===== config.mk =====
export PLATFORM = sky130hd
export DESIGN_NAME = router_input_buffer_flat
export DESIGN_NICKNAME = d
export VERILOG_FILES = /design/src/rtl/router_pkg.sv /design/src/rtl/router_if.sv /design/src/rtl/router_fifo.sv /design/src/rtl/router_input_buffer.sv /design/src/flat_wrapper.sv
export SDC_FILE = /design/constraint.sdc
export NUM_CORES = 1
export LEC_CHECK = 0
export ABC_AREA = 1
export CAP_MARGIN = 25
export CORE_UTILIZATION = 45
export CTS_BUF_LIST = sky130_fd_sc_hd__clkbuf_4 sky130_fd_sc_hd__clkbuf_8 sky130_fd_sc_hd__clkbuf_16
export DETAILED_ROUTE_END_ITERATION = 10
export GPL_TIMING_DRIVEN = 0
export SLEW_MARGIN = 20
export SYNTH_ARGS = -nofsm -noshare
export SYNTH_HDL_FRONTEND = slang
export SYNTH_SLANG_ARGS = --single-unit
export TNS_END_PERCENT = 20

===== constraint.sdc =====
create_clock -name clock -period 9.25 [get_ports clock]
set_input_delay 0.925 -clock clock [delete_from_list [all_inputs] [get_ports clock]]
set_output_delay 0.925 -clock clock [all_outputs]
set_load 0.01 [all_outputs]

===== src/rtl/router_pkg.sv =====
// Shared types and constants for the credit-based router: flit type, input-buffer
// FSM states and port indices.
package router_pkg;

    localparam int unsigned DEFAULT_FLIT_WIDTH = 16;

    typedef logic [DEFAULT_FLIT_WIDTH-1:0] regflit;

    typedef enum logic [2:0] {
        S_IDLE,
        S_HEADER,
        S_SEND_HDR,
        S_SIZE,
        S_PAYLOAD,
        S_END
    } buf_state_e;

    localparam int unsigned EAST  = 0;
    localparam int unsigned WEST  = 1;
    localparam int unsigned NORTH = 2;
    localparam int unsigned SOUTH = 3;
    localparam int unsigned LOCAL = 4;
    localparam int unsigned NPORT = 5;

endpackage


===== src/rtl/router_if.sv =====
// Input-port bundle: upstream flit/credit handshake plus the switch-control and
// crossbar side. The slave modport is the buffer's view.
interface router_if
    import router_pkg::*;
#(
    parameter int unsigned FLIT_WIDTH = DEFAULT_FLIT_WIDTH
) ();

    logic                  rx;
    logic [FLIT_WIDTH-1:0] data_in;
    logic                  credit_o;
    logic                  h;
    logic                  ack_h;
    logic                  data_av;
    logic [FLIT_WIDTH-1:0] data;
    logic                  data_ack;
    logic                  sender;

    modport master (
        output rx, data_in, ack_h, data_ack,
        input  credit_o, h, data_av, data, sender
    );

    modport slave (
        input  rx, data_in, ack_h, data_ack,
        output credit_o, h, data_av, data, sender
    );

endinterface


===== src/rtl/router_fifo.sv =====
// Circular flit FIFO with first-word fall-through read and a credit output.
// DEPTH must be a power of two and at least 4.
module router_fifo #(
    parameter int unsigned FLIT_WIDTH = 16,
    parameter int unsigned DEPTH      = 16
) (
    input  logic                  clock,
    input  logic                  reset,
    input  logic                  wr_i,
    input  logic [FLIT_WIDTH-1:0] wdata_i,
    input  logic                  rd_i,
    output logic [FLIT_WIDTH-1:0] rdata_o,
    output logic                  credit_o,
    output logic                  not_empty_o
);

    localparam int unsigned    PTR_W    = $clog2(DEPTH);
    localparam logic [PTR_W:0] FULL_CNT = DEPTH[PTR_W:0];
    localparam logic [PTR_W:0] CNT_ONE  = 1;
    localparam logic [PTR_W-1:0] PTR_ONE = 1;

    logic [FLIT_WIDTH-1:0] mem_q [DEPTH];
    logic [FLIT_WIDTH-1:0] mem_d [DEPTH];
    logic [PTR_W-1:0]      wr_ptr_q, wr_ptr_d;
    logic [PTR_W-1:0]      rd_ptr_q, rd_ptr_d;
    logic [PTR_W:0]        count_q, count_d;
    logic                  wr_en, rd_en;

    // Full/empty come from the count so pointer wrap never aliases the two.
    always_comb begin
        credit_o    = (count_q != FULL_CNT);
        not_empty_o = (count_q != '0);
        wr_en       = wr_i && credit_o;
        rd_en       = rd_i && not_empty_o;
        rdata_o     = mem_q[rd_ptr_q];
        mem_d       = mem_q;
        wr_ptr_d    = wr_ptr_q;
        rd_ptr_d    = rd_ptr_q;
        count_d     = count_q;
        if (wr_en) begin
            mem_d[wr_ptr_q] = wdata_i;
            wr_ptr_d        = wr_ptr_q + PTR_ONE;
        end
        if (rd_en) begin
            rd_ptr_d = rd_ptr_q + PTR_ONE;
        end
        case ({wr_en, rd_en})
            2'b10:   count_d = count_q + CNT_ONE;
            2'b01:   count_d = count_q - CNT_ONE;
            default: count_d = count_q;
        endcase
    end

    always_ff @(posedge clock or posedge reset) begin
        if (reset) begin
            mem_q    <= '{default: '0};
            wr_ptr_q <= '0;
            rd_ptr_q <= '0;
            count_q  <= '0;
        end else begin
            mem_q    <= mem_d;
            wr_ptr_q <= wr_ptr_d;
            rd_ptr_q <= rd_ptr_d;
            count_q  <= count_d;
        end
    end

endmodule


===== src/rtl/router_input_buffer.sv =====
// Router input buffer: FIFO plus packet FSM that requests routing per header and
// streams header, size and payload. Optional ROUTER_BUF_OVERFLOW_FLAG_EN adds overflow_o.
module router_input_buffer
    import router_pkg::*;
#(
    parameter int unsigned FLIT_WIDTH = DEFAULT_FLIT_WIDTH,
    parameter int unsigned DEPTH      = 16
) (
    input  logic    clock,
    input  logic    reset,
    router_if.slave bus
`ifdef ROUTER_BUF_OVERFLOW_FLAG_EN
    ,
    output logic    overflow_o
`endif
);

    localparam logic [FLIT_WIDTH-1:0] CNT_ONE = 1;

    buf_state_e            state_q, state_d;
    logic [FLIT_WIDTH-1:0] cnt_q, cnt_d;
    logic [FLIT_WIDTH-1:0] fifo_rdata;
    logic                  fifo_credit, fifo_not_empty;
    logic                  rd_en, h, data_av, sender;

    router_fifo #(
        .FLIT_WIDTH (FLIT_WIDTH),
        .DEPTH      (DEPTH)
    ) u_fifo (
        .clock       (clock),
        .reset       (reset),
        .wr_i        (bus.rx),
        .wdata_i     (bus.data_in),
        .rd_i        (rd_en),
        .rdata_o     (fifo_rdata),
        .credit_o    (fifo_credit),
        .not_empty_o (fifo_not_empty)
    );

    always_ff @(posedge clock or posedge reset) begin
        if (reset) begin
            state_q <= S_IDLE;
            cnt_q   <= '0;
        end else begin
            state_q <= state_d;
            cnt_q   <= cnt_d;
        end
    end

    always_comb begin
        state_d = state_q;
        cnt_d   = cnt_q;
        unique case (state_q)
            S_IDLE:     if (fifo_not_empty) state_d = S_HEADER;
            S_HEADER:   if (bus.ack_h) state_d = S_SEND_HDR;
            S_SEND_HDR: if (rd_en) state_d = S_SIZE;
            S_SIZE: begin
                if (rd_en) begin
                    cnt_d   = fifo_rdata;
                    state_d = (fifo_rdata == '0) ? S_END : S_PAYLOAD;
                end
            end
            S_PAYLOAD: begin
                if (rd_en) begin
                    cnt_d = cnt_q - CNT_ONE;
                    if (cnt_q == CNT_ONE) state_d = S_END;
                end
            end
            S_END:      state_d = S_IDLE;
            default:    state_d = S_IDLE;
        endcase
    end

    // An empty FIFO mid-packet only drops data_av; the connection is kept.
    always_comb begin
        h       = 1'b0;
        data_av = 1'b0;
        sender  = 1'b0;
        unique case (state_q)
            S_HEADER: h = 1'b1;
            S_SEND_HDR, S_SIZE, S_PAYLOAD: begin
                data_av = fifo_not_empty;
                sender  = 1'b1;
            end
            default: ;
        endcase
    end

    assign rd_en        = data_av && bus.data_ack;
    assign bus.credit_o = fifo_credit;
    assign bus.h        = h;
    assign bus.data_av  = data_av;
    assign bus.data     = fifo_rdata;
    assign bus.sender   = sender;

`ifdef ROUTER_BUF_OVERFLOW_FLAG_EN
    logic overflow_q, overflow_d;

    assign overflow_d = overflow_q || (bus.rx && !fifo_credit);

    always_ff @(posedge clock or posedge reset) begin
        if (reset) begin
            overflow_q <= 1'b0;
        end else begin
            overflow_q <= overflow_d;
        end
    end

    assign overflow_o = overflow_q;
`endif

endmodule


===== src/flat_wrapper.sv =====
// flat-port wrapper written by rule: the top's interface ports become plain ports
module router_input_buffer_flat import router_pkg::*;
#(
    parameter int unsigned FLIT_WIDTH = DEFAULT_FLIT_WIDTH,
    parameter int unsigned DEPTH      = 16
)
  (clock, reset, bus_rx, bus_data_in, bus_ack_h, bus_data_ack, bus_credit_o, bus_h, bus_data_av, bus_data, bus_sender);
  router_if #(.FLIT_WIDTH(FLIT_WIDTH)) bus_i ();
  input  logic clock;
  input  logic reset;
  input wire logic [$bits(bus_i.rx)-1:0] bus_rx;
  input wire logic [$bits(bus_i.data_in)-1:0] bus_data_in;
  input wire logic [$bits(bus_i.ack_h)-1:0] bus_ack_h;
  input wire logic [$bits(bus_i.data_ack)-1:0] bus_data_ack;
  output wire logic [$bits(bus_i.credit_o)-1:0] bus_credit_o;
  output wire logic [$bits(bus_i.h)-1:0] bus_h;
  output wire logic [$bits(bus_i.data_av)-1:0] bus_data_av;
  output wire logic [$bits(bus_i.data)-1:0] bus_data;
  output wire logic [$bits(bus_i.sender)-1:0] bus_sender;
  assign bus_i.rx = bus_rx;
  assign bus_i.data_in = bus_data_in;
  assign bus_i.ack_h = bus_ack_h;
  assign bus_i.data_ack = bus_data_ack;
  assign bus_credit_o = bus_i.credit_o;
  assign bus_h = bus_i.h;
  assign bus_data_av = bus_i.data_av;
  assign bus_data = bus_i.data;
  assign bus_sender = bus_i.sender;
  router_input_buffer #(.FLIT_WIDTH(FLIT_WIDTH), .DEPTH(DEPTH)) u_core (.clock(clock), .reset(reset), .bus(bus_i));
endmodule

# After elaboration in Yosys (flattened, before gate mapping)
# Index checks and enable logic that the tools add are counted.
# Widths: inputs -> output; s select.
# op_classes
reduce_logical,12
add_sub_neg,5
n_bitwise,2
magnitude_cmp,3
n_eq_ne,14
n_mux,21
# op_table
cell,n
$bwmux 256,1
$mux 16,5
$bmux 16 s4,1
$demux 16 s4,1
$pmux 16 s2,1
$mux 3,6
$eq 16x1->1 const B,1
$logic_not 16->1,1
$sub 16x1->16 const B,1
$pmux 3 s5,1
$ge 5x5->1 const B,2
$not 4->5,2
$pmux 5 s2,1
$add 4x1->4 const B,2
$ne 2x2->1 const B,4
$eq 3x2->1 const B,2
$reduce_and 6->1,1
$add 5x1->5 const B,1
$lt 5x1->1 const B,1
$ne 5x5->1 const B,1
$reduce_bool 5->1,1
$sub 5x1->5 const B,1
$logic_and 1x1->1,4
$mux 1,4
other kinds (9),11
# word_totals
reg_bits,288
wordCells,78
output_inout_bits,20

# Logic depth before layout (Yosys ltp)
# Gate-level depths: netlist of the first run.
# depth
ltp_word,8
ltp_mapped,16

# Hierarchy
# Synthesis of the first run repeated with hierarchy kept, for this count alone.
# hier_totals
cells_unflattened,2252
hier_area_um2,16313.1
# modules_own_cells
mod,cells_each,instances,seq_area_each_um2,area_per_inst_um2
router_fifo,2025,1,6731.5,14844.2
router_input_buffer,227,1,475.5,1468.9

# Worst setup path before layout of the first run
# Ideal clock, no wire load.
# synth_path
path_kind,input port to flip-flop
startpoint,in bus_data_ack
endpoint,reg u_core.u_fifo.count_q[4]
path_buffers,0
arrival_time_ns,2.544
path_slack_ns,6.624
required_ns,9.167
setup_ns,0.083
stages,11
cell_sequence,nand2_1 -> nor2_1 -> ha_1 -> xor2_1 -> ha_1 -> a21oi_1 -> o21ai_0 -> a21oi_1 -> xor2_1 -> nand2_1 -> o21ai_0
# synth_via
elab_chain_len,4
word_cells_on_any_way,6
# synth_rtl
item,line,rtl
"start, declared",flat_wrapper.sv:14,input wire logic [$bits(bus_i.data_ack)-1:0] bus_data_ack;
$logic_and 1x1->1 *,router_input_buffer.sv:89,assign rd_en = data_av && bus.data_ack;
$logic_and 1x1->1 *,router_fifo.sv:34,rd_en = rd_i && not_empty_o;
named net u_core.u_fifo.rd_en,router_fifo.sv:27,"logic wr_en, rd_en;"
$eq 2x1->1 / $eq 2x2->1 (equally long branches),router_fifo.sv:47,"case ({wr_en, rd_en})"
$pmux 5 s2 / $reduce_bool 2->1 (equally long branches),-,
"end signal, assigned",router_fifo.sv:64,count_q <= count_d;
"end, declared",router_fifo.sv:26,"logic [PTR_W:0] count_q, count_d;"
# The timed path passes the listed nets; every way through them passes the cells marked *.
# A chain may end at the register's enable or synchronous reset.

# Worst setup path in the final report of the first run
# layout_path
startpoint,reg u_core.u_fifo.rd_ptr_q[0]
endpoint,out bus_data[10]
# layout_via
elab_chain_len,4
# layout_rtl
item,line,rtl
"start, declared",router_fifo.sv:25,"logic [PTR_W-1:0] rd_ptr_q, rd_ptr_d;"
"start signal, assigned",router_fifo.sv:63,rd_ptr_q <= rd_ptr_d;
$not 4->5 (implied by the code),router_fifo.sv:35,rdata_o = mem_q[rd_ptr_q];
$bmux 16 s4,router_fifo.sv:35,
$mux 16 (implied by the code) (2 in a row),router_fifo.sv:35,
"end, declared",flat_wrapper.sv:18,output wire logic [$bits(bus_i.data)-1:0] bus_data;
# No other way between the ends. The select of a mux whose other input is x is not followed.

==> reports/metrics.yaml, run 1 <==
dp_hpwl_mm: 33.41
hold_path_class: "flip-flop to flip-flop"
place.gp.congestion: 0.9266
rsz0062_at_grt: "false"
end_kind: "output port"
path_max_fanout: 10
start_util_pct: 45.88
synth-edff-count: 0
grt_start_max_net_pins: 91
grt.total_usage_pct: 31.80
setup_violations: 0
clock_latency_ns: 0.53
yosysSeqAreaShare_pct: 51.08
cp.required_ns: 8.33
synth-seq-cells: 288
stdcell_count: 2277
cts_tree: "done"
worstPathArrival_ns: 3.27
power_density_mw_per_mm2: 402.4
drt_pre_antenna_iters: 10
hold_violations: 0
cts_resized: 0
ys_async_sr_fraction_pct: 100.0
syn_area_mm2: 0.01411
numCtsBuffers: 34
yosysWarnings: 0
grt_overflow: 0
yosysUniqueCellTypes: 37
core_area_mm2: 0.03075
finalMaxSlewViolations: 0
fin_ws_ns: 5.055
crit_type: "flip-flop to output port"
dp.cells: 2215
p_leak_nw: 7.814
grt_pass1_vias: 11758
root_buffer: "clkbuf_16"
total_power_mw: 6.565
busiest_layer: "met2"
syn_nets: 1808
tightest_slew_ns: 0.9632
violations: "DRC"
gr-usage-met3_pct: 5.937
met2_usage_pct: 48.73
antenna_found_initial: 0
h-tree-depth: 2
fin_setup_tns_ns: 0
clock_path_buffers: 3
post-cts-setup-buffer-count: 0
wl_per_cell_um: 21.51
fillCellCount: 2962
synth_ff_type: "dfrtp_1"
synthCells: 1776
fin_crit_sh_pct: 45.35
period_minus_slack_ns: 4.195
met1_usage_pct: 43.95
drt-total-wl_mm: 48.98
grt_pass1_wl_mm: 74.02
cts.clk_slew.worst_paths_ns: 0.06
fin_nets: 1887
syn_area_per_cell_um2: 7.944
maxCapViolCount: 0
slew_headroom_pct: 35.78
die_x_um: 179.1
status: "finished with violations"
clock-skew-final_ns: 0.01295
clock.fmax_mhz: 238.4
num_rows: 64
start_kind: "flip-flop"
die-area_mm2: 0.03206
portBuffers: 40
drtAntennaViolNets: 0
fin_hold_ws_ns: 0.4782
antenna_cells: 0
drc_errors: 8
die_y_um: 179.1
ir_worst_vdd_mv: 0.1806
vias: 12595
drt_iter0_drc: 1628
via_per_inst: 5.531
layout-drive-gt1-share_pct: 9.623
clkSinkCount: 288
pre_cts_slack_ns: 5.559
ios: 41
cts_hold_buf: 0
syn2layout_area_growth_pct: 15.64
## cell usage in the layout (no fill, tap or decap), types with 13 or more instances in the layout
cell	instances
nand2_1	613
clkdlybuf4s50_1	40
o21ai_1	27
nor2_1	141
xor2_1	13
buf_2	49
o21ai_0	286
dfrtp_1	288
clkbuf_16	34
buf_6	22
inv_1	89
clkbuf_1	26
a21oi_1	37
buf_4	17
nand3_1	85
## state kept, by name (all words and copies together) (netlist names)
| signal | count |
|---|---|
| u_core.u_fifo.mem_q | 256 |
| u_core.cnt_q | 16 |
| u_core.u_fifo.count_q | 5 |
| u_core.u_fifo.rd_ptr_q | 4 |
| u_core.u_fifo.wr_ptr_q | 4 |
| u_core.state_q | 3 |
## critical path, stage by stage, from the launching register on
cell	delay (ns)
dfrtp_1	0.40
buf_6	0.14
inv_4	0.10
clkbuf_1	0.63
o21ai_0	0.25
nand3_1	0.27
nand2_1	0.16
nand2_1	0.21
clkdlybuf4s50_1	0.58
## worst paths after layout
path	from	end	slack (ns)	cells after the start
min in group asynchronous	reset	u_core.u_fifo.mem_q[54]	0.82	2
hold reg to reg	u_core.u_fifo.mem_q[199]	u_core.u_fifo.mem_q[199]	0.48	2
setup / recovery	u_core.u_fifo.rd_ptr_q[0]	bus_data[10]	5.05	8
setup reg to reg	u_core.state_q[1]	u_core.u_fifo.count_q[4]	5.87	14
max in group asynchronous	reset	u_core.u_fifo.mem_q[230]	7.13	4
hold / removal	u_core.u_fifo.mem_q[199]	u_core.u_fifo.mem_q[199]	0.48	2
## cell usage after synthesis, types with 2 or more instances
cell      count  area, um^2
nand2_1     613        2301
dfrtp_1     288        7207
o21ai_0     286        1431
nor2_1      141       529.3
inv_1        90       337.8
nand3_1      85       425.4
buf_2        49       245.2
a21oi_1      37       185.2
o21ai_1      27       135.1
clkbuf_1     26       97.59
buf_6        22       247.7
buf_4        17       127.6
xor2_1       13       113.9
ha_1         11       137.6
nand4_1      11       68.82
o211ai_1     11       82.58
nand4_4       7       148.9
o22ai_1       6       37.54
inv_2         5       18.77
xnor2_1       4       35.03
clkbuf_2      3       15.01
nand2_2       3       18.77
nor3_1        3       15.01
clkinv_1      2       7.510
nor2_2        2       12.51
nor2_4        2       22.52
or2_2         2       12.51
## logic make-up after synthesis
family / after synthesis / share of synthesized area, %
flops: 288 / 51.08
buf+inv: 217 / 7.955
compound gates: 371 / 13.49
simple gates: 872 / 25.44
fa+ha+maj: 11 / 0.9755
xor+xnor: 17 / 1.055
## where the power goes
part | switching [mW] | total [mW] | internal (mW)
Clock | 0.569 | 1.47 | 0.900
Combinational | 1.95 | 2.95 | 0.995
Sequential | 0.321 | 2.15 | 1.83
Total | 2.84 | 6.56 | 3.72
## area by class of cell
class | instances | area (um^2) | share of cell area [%]
timing repair buffer | 43 | 483.0 | 2.960
sequential | 288 | 7207 | 44.17
multi-input combinational | 1271 | 5779 | 35.42
tap | 396 | 495.5 | 3.037
buffer | 119 | 752.0 | 4.609
clock inverter | 19 | 277.8 | 1.702
clock buffer | 43 | 943.4 | 5.782
inverter | 98 | 377.9 | 2.316
## metal layers
metal  up-vias  part of all wire (%)
li1       5875                     -
met1      6069                    43
met2       525                    45
met3       126                   8.0
met4         0                   4.3
met5         -                     0
## metrics by stage
stage	area [um^2]	utilization, %
detailed placement	15090	49.09
floorplan	14110	-
finish	16320	53.06
CTS	16320	53.06
global placement	15000	48.80
global route	16320	53.06
Note: power is estimated with default switching activity, not from simulation.
==> inputs of run 2 (changes only) <==
Clock period 9.25 ns to 3.5 ns, I/O delays scaled along.
==> run 2 against run 1 <==
Compared with the run above:
- the run still ends with DRC left
- clock-buffer cell count rose by 2
- global-route usage rose by 0.64 points
- non-clock buffer count rose by 7
- cell area rose by 1.2%
- worst hold slack got worse by 0.27 ns
- setup slack got worse by 5.0 ns
- clock power rose to 2.7 times the previous value
- die area did not move
- final cell count rose by 0.40%
==> reports/metrics.yaml, run 2 (synthesized netlist as in run 1, its figures left out) <==
drt_pre_antenna_iters: 8
drtAntennaViolNets: 0
clock_latency_ns: 0.53
hold_path_class: "input port to asynchronous set/reset pin"
p_leak_nw: 7.910
finalMaxSlewViolations: 0
syn2layout_area_growth_pct: 16.97
ir_worst_vdd_mv: 0.5389
fillCellCount: 2972
crit_buf_inv: 4
cp_top_family: "buffers and inverters"
post-cts-setup-buffer-count: 0
seqPwrFrac_pct: 32.4
place.gp.congestion: 0.9319
grt.total_usage_pct: 32.44
status: "finished with violations"
stdcell_count: 2286
netSwitchingPower_mw: 7.566
start_kind: "flip-flop"
r2r_slack_ns: 0.47
grt_pass1_wl_mm: 75.32
grt_start_max_net_pins: 33
drt-total-wl_mm: 49.85
regMostFlops: "u_core.u_fifo.mem_q"
period_minus_slack_ns: 3.433
cts_hold_buf: 0
max_stage_delay_ns: 0.58
portBuffers: 40
clock_path_buffers: 3
fin_nets: 1895
setup_violations: 0
cts_tree: "done"
die_x_um: 179.1
crit_chain: "buf_6 > inv_2 > clkbuf_1 > nand2_1 > nand3_1 > nand2_1 > nand2_1 > clkdlybuf4s50_1"
r2r-end: "u_core.u_fifo.count_q[4]"
numCtsBuffers: 35
clock-skew-final_ns: 0.01959
grt_overflow: 0
path_common_cell: "nand2_1"
start_util_pct: 45.88
largest_reg_flops: 256
ff2ff_path_depth: 14
antenna_found_initial: 0
layout_commonest_cell: "nand2_1"
root_buffer: "clkbuf_16"
clkSinkCount: 288
violations: "DRC"
pwr-share-clk_pct: 22.9
final_cell_mix: "nand2_1, dfrtp_1, o21ai_0"
total_power_mw: 17.59
swShare_pct: 43.02
cts.clk_slew.worst_paths_ns: 0.06
power_density_mw_per_mm2: 1066
critPathSlowestCell: "clkdlybuf4s50_1"
dp_hpwl_mm: 34.30
vias: 12711
reg.largest.list: "u_core.u_fifo.mem_q x256, u_core.cnt_q x16, u_core.u_fifo.count_q x5"
slew_headroom_pct: 38.19
antenna_cells: 0
tightest_slew_ns: 0.9271
end_kind: "output port"
dp.cells: 2222
fin_crit_sh_pct: 98.08
crit_type: "flip-flop to output port"
die_y_um: 179.1
num_rows: 64
h-tree-depth: 2
hold_violations: 0
ios: 41
wl_per_cell_um: 21.81
grt_pass1_vias: 12007
r2r-start: "u_core.state_q[0]"
die-area_mm2: 0.03206
combPwrFrac_pct: 44.7
worstPathArrival_ns: 3.08
internal_power_mw: 10.02
path_max_fanout: 10
drt_iter0_drc: 1382
clock.fmax_mhz: 291.3
layout-drive-gt1-share_pct: 10.21
cp.required_ns: 3.15
maxCapViolCount: 0
via_per_inst: 5.560
rsz0062_at_grt: "false"
core_area_mm2: 0.03075
drc_errors: 8
==> run 2: changes by cell type in the layout (fill, tap and decap cells not counted), moves of 2 or more <==
cell       change
buf_12         +9
buf_16         -2
clkbuf_1       -2
clkbuf_16      +2
clkbuf_2       +2
clkinv_2       +3
inv_6          -2
==> run 2: layout make-up <==
cell class	count	area, um^2	share of cell area (%)
clock buffer	45	993.5	6.020
sequential	288	7207	43.67
buffer	119	754.5	4.572
tap	396	495.5	3.002
clock inverter	19	289.0	1.751
multi-input combinational	1271	5782	35.03
timing repair buffer	50	608.1	3.685
inverter	98	374.1	2.267
==> run 2: worst max-delay path by stage <==
stage,from,slack [ns],cells after the start,end
after floorplan,reset,-0.67,1,u_core.cnt_q[0]
after global placement,reset,-2.97,2,u_core.u_fifo.mem_q[193]
after detailed placement,u_core.state_q[0],0.30,14,u_core.u_fifo.count_q[4]
after CTS,u_core.u_fifo.rd_ptr_q[1],0.16,8,bus_data[11]
after global routing,u_core.u_fifo.rd_ptr_q[1],0.03,8,bus_data[11]
final,u_core.u_fifo.rd_ptr_q[1],0.07,8,bus_data[11]
==> run 2: power groups by stage <==
| stage | Combinational (mW) | Sequential, mW | Clock, mW |
|---|---|---|---|
| final | 7.85 | 5.70 | 4.03 |
| after global routing | 8.64 | 5.87 | 4.18 |
| after CTS | 7.74 | 5.67 | 4.06 |
| after detailed placement | 7.71 | 5.70 | 0 |
| after global placement | 7.56 | 5.67 | 0 |
| after floorplan | 4.90 | 5.50 | 0 |
==> run 2: worst reg2reg max path, cell delays in order, from the launching register on <==
cell,delay (ns)
dfrtp_1,0.42
nor2_1,0.17
nand2_1,0.22
inv_1,0.22
nor2_1,0.09
nor2_2,0.41
ha_1,0.33
xor2_1,0.11
ha_1,0.19
a21oi_1,0.18
o21ai_0,0.13
a21oi_1,0.19
xor2_1,0.16
nand2_1,0.06
o21ai_0,0.06
==> run 2: repair_timing <==
action                                  CTS  global route
resized for setup                         2             1
gates cloned                              0             0
endpoints found under the setup margin    3             1
pin swaps                                 0             0
==> run 2: metrics by stage <==
stage               TNS [ns]  setup slack [ns]  area [um^2]  utilization, %  hold WS, ns
CTS                        0            0.1555        16500           53.66       0.2187
global route               0           0.02737        16500           53.67       0.2447
floorplan            -192.73           -0.6692        14110               -       0.4478
detailed placement         0            0.2966        15220           49.48       0.4678
global placement     -843.71            -2.966        15010           48.81       0.4604
finish                     0           0.06737        16500           53.67       0.2084
==> run 2: metal layers <==
layer,share of wire (%),vias up,GRT usage [%]
met5,0,-,0
met3,8.0,119,5.131
met1,43,6166,45.36
met4,4.0,0,12.32
met2,45,527,50.55
li1,-,5899,-
==> inputs of run 3 (changes only) <==
Settings changed: CORE_MARGIN set to 1.5, CORE_UTILIZATION 45 to 35, HOLD_SLACK_MARGIN set to 0.1.
==> run 3 against run 2 <==
Compared with the run above:
- the run now ends clean
- sequential share of layout area is essentially flat
- power down 2.6%
- flip-flop and latch count is the same
- critical endpoint unchanged
==> reports/metrics.yaml, run 3 (synthesized netlist as in run 1, its figures left out) <==
drtAntennaViolNets: 0
netSwitchingPower_mw: 7.536
cts_tree: "done"
wl_per_cell_um: 20.72
ir_worst_vdd_mv: 0.5117
stdcell_area_mm2: 0.01650
fin_crit_sh_pct: 96.72
end_kind: "output port"
dpl_cell_area_mm2: 0.01538
final_cell_mix: "nand2_1, dfrtp_1, o21ai_0"
multi_input_area_mm2: 0.005787
slew_headroom_pct: 36.43
grt_pass1_wl_mm: 75.49
grt_overflow: 0
clock_path_buffers: 3
worstPathArrival_ns: 3.04
stdcell_count: 2409
syn2layout_area_growth_pct: 16.95
reg.largest.list: "u_core.u_fifo.mem_q x256, u_core.cnt_q x16, u_core.u_fifo.count_q x5"
place.gp.congestion: 0.9406
core_area_mm2: 0.03973
fin_nets: 1895
hold_path_class: "flip-flop to flip-flop"
swShare_pct: 44.01
clock_latency_ns: 0.54
crit_type: "flip-flop to output port"
rsz0062_at_grt: "false"
drc_errors: 0
cp.required_ns: 3.15
antenna_found_initial: 0
fillCellCount: 4008
die-area_mm2: 0.04152
dp.cells: 2351
grt_pass1_vias: 12103
num_rows: 73
pwr-share-clk_pct: 20.8
start_kind: "flip-flop"
layout.area.seq_mm2: 0.007207
power_density_mw_per_mm2: 1038
status: "complete, no violations"
vias: 12775
p_leak_nw: 7.828
die_x_um: 203.8
largest_reg_flops: 256
h-tree-depth: 2
drt_iter0_drc: 1325
numCtsBuffers: 34
grt.total_usage_pct: 24.48
clock.fmax_mhz: 295.4
regMostFlops: "u_core.u_fifo.mem_q"
start_util_pct: 35.51
drt-total-wl_mm: 49.92
setup_violations: 0
layout_commonest_cell: "nand2_1"
die_y_um: 203.8
layout-drive-gt1-share_pct: 9.926
period_minus_slack_ns: 3.385
combPwrFrac_pct: 45.9
clock-skew-final_ns: 0.02715
maxCapViolCount: 0
grt_start_max_net_pins: 35
path_max_fanout: 10
internal_power_mw: 9.586
finalMaxSlewViolations: 0
via_per_inst: 5.303
cts.clk_slew.worst_paths_ns: 0.06
tightest_slew_ns: 0.9535
root_buffer: "clkbuf_16"
portBuffers: 40
clkSinkCount: 288
dp_hpwl_mm: 34.77
ios: 41
drt_pre_antenna_iters: 5
seqPwrFrac_pct: 33.3
antenna_cells: 0
hold_violations: 0
==> run 3: cell type report <==
class | count | share of cell area, %
buffer | 119 | 4.580
clock buffer | 45 | 5.847
clock inverter | 12 | 0.8266
inverter | 98 | 2.267
multi-input combinational | 1271 | 35.07
sequential | 288 | 43.68
tap | 525 | 3.981
timing repair buffer | 51 | 3.746
==> run 3: critical path, cell delays in order, from the launching register on <==
cell             delay, ns
dfrtp_1               0.39
buf_6                 0.16
inv_2                 0.08
clkbuf_1              0.55
nand2_1               0.12
nand3_1               0.19
nand2_1               0.18
nand2_1               0.24
clkdlybuf4s50_1       0.58
==> run 3: what timing repair did <==
action	in CTS	in global routing
gates cloned	0	0
buffers inserted	0	0
endpoints found under the hold margin	2	0
setup endpoints to repair	5	2
hold buffers	1	0
resized for setup	2	4
==> run 3: worst paths after layout <==
| path | slack [ns] | start | cells after the start | endpoint |
|---|---|---|---|---|
| setup / recovery | 0.11 | u_core.u_fifo.rd_ptr_q[1] | 8 | bus_data[11] |
| hold / removal | 0.48 | u_core.u_fifo.mem_q[119] | 2 | u_core.u_fifo.mem_q[119] |
| setup reg to reg | 0.49 | u_core.state_q[0] | 14 | u_core.u_fifo.count_q[4] |
| hold reg to reg | 0.48 | u_core.u_fifo.mem_q[119] | 2 | u_core.u_fifo.mem_q[119] |
| max in group asynchronous | 1.53 | reset | 8 | u_core.u_fifo.mem_q[193] |
| min in group asynchronous | 0.66 | reset | 3 | u_core.u_fifo.mem_q[0] |
==> run 3: power by group through the flow <==
stage | registers (mW) | logic (mW) | clock network (mW)
detailed placement | 5.70 | 7.74 | 0
floorplan | 5.50 | 4.90 | 0
finish | 5.69 | 7.87 | 3.56
global placement | 5.67 | 7.59 | 0
CTS | 5.67 | 7.77 | 3.58
global route | 5.86 | 8.67 | 3.73
==> run 3: metal layers <==
| metal | vias up | global-route usage, % | share of wire [%] |
|---|---|---|---|
| met5 | - | 2.619 | 0.30 |
| li1 | 5885 | - | - |
| met3 | 121 | 6.248 | 9.0 |
| met1 | 6227 | 33.37 | 43 |
| met4 | 2 | 11.27 | 4.9 |
| met2 | 540 | 36.10 | 43 |
==> run 3: through the flow <==
step / worst slack [ns] / utilization [%] / hold WS [ns] / TNS (ns) / power [mW]
final: 0.1149 / 41.53 / 0.4825 / 0 / 17.12
after global routing: 0.06387 / 41.53 / 0.4974 / 0 / 18.26
after CTS: 0.01345 / 41.51 / 0.4821 / 0 / 17.02
after detailed placement: 0.2230 / 38.70 / 0.4678 / 0 / 13.44
after global placement: -2.916 / 38.18 / 0.4599 / -829.52 / 13.26
after floorplan: -0.6692 / - / 0.4478 / -192.73 / 10.40
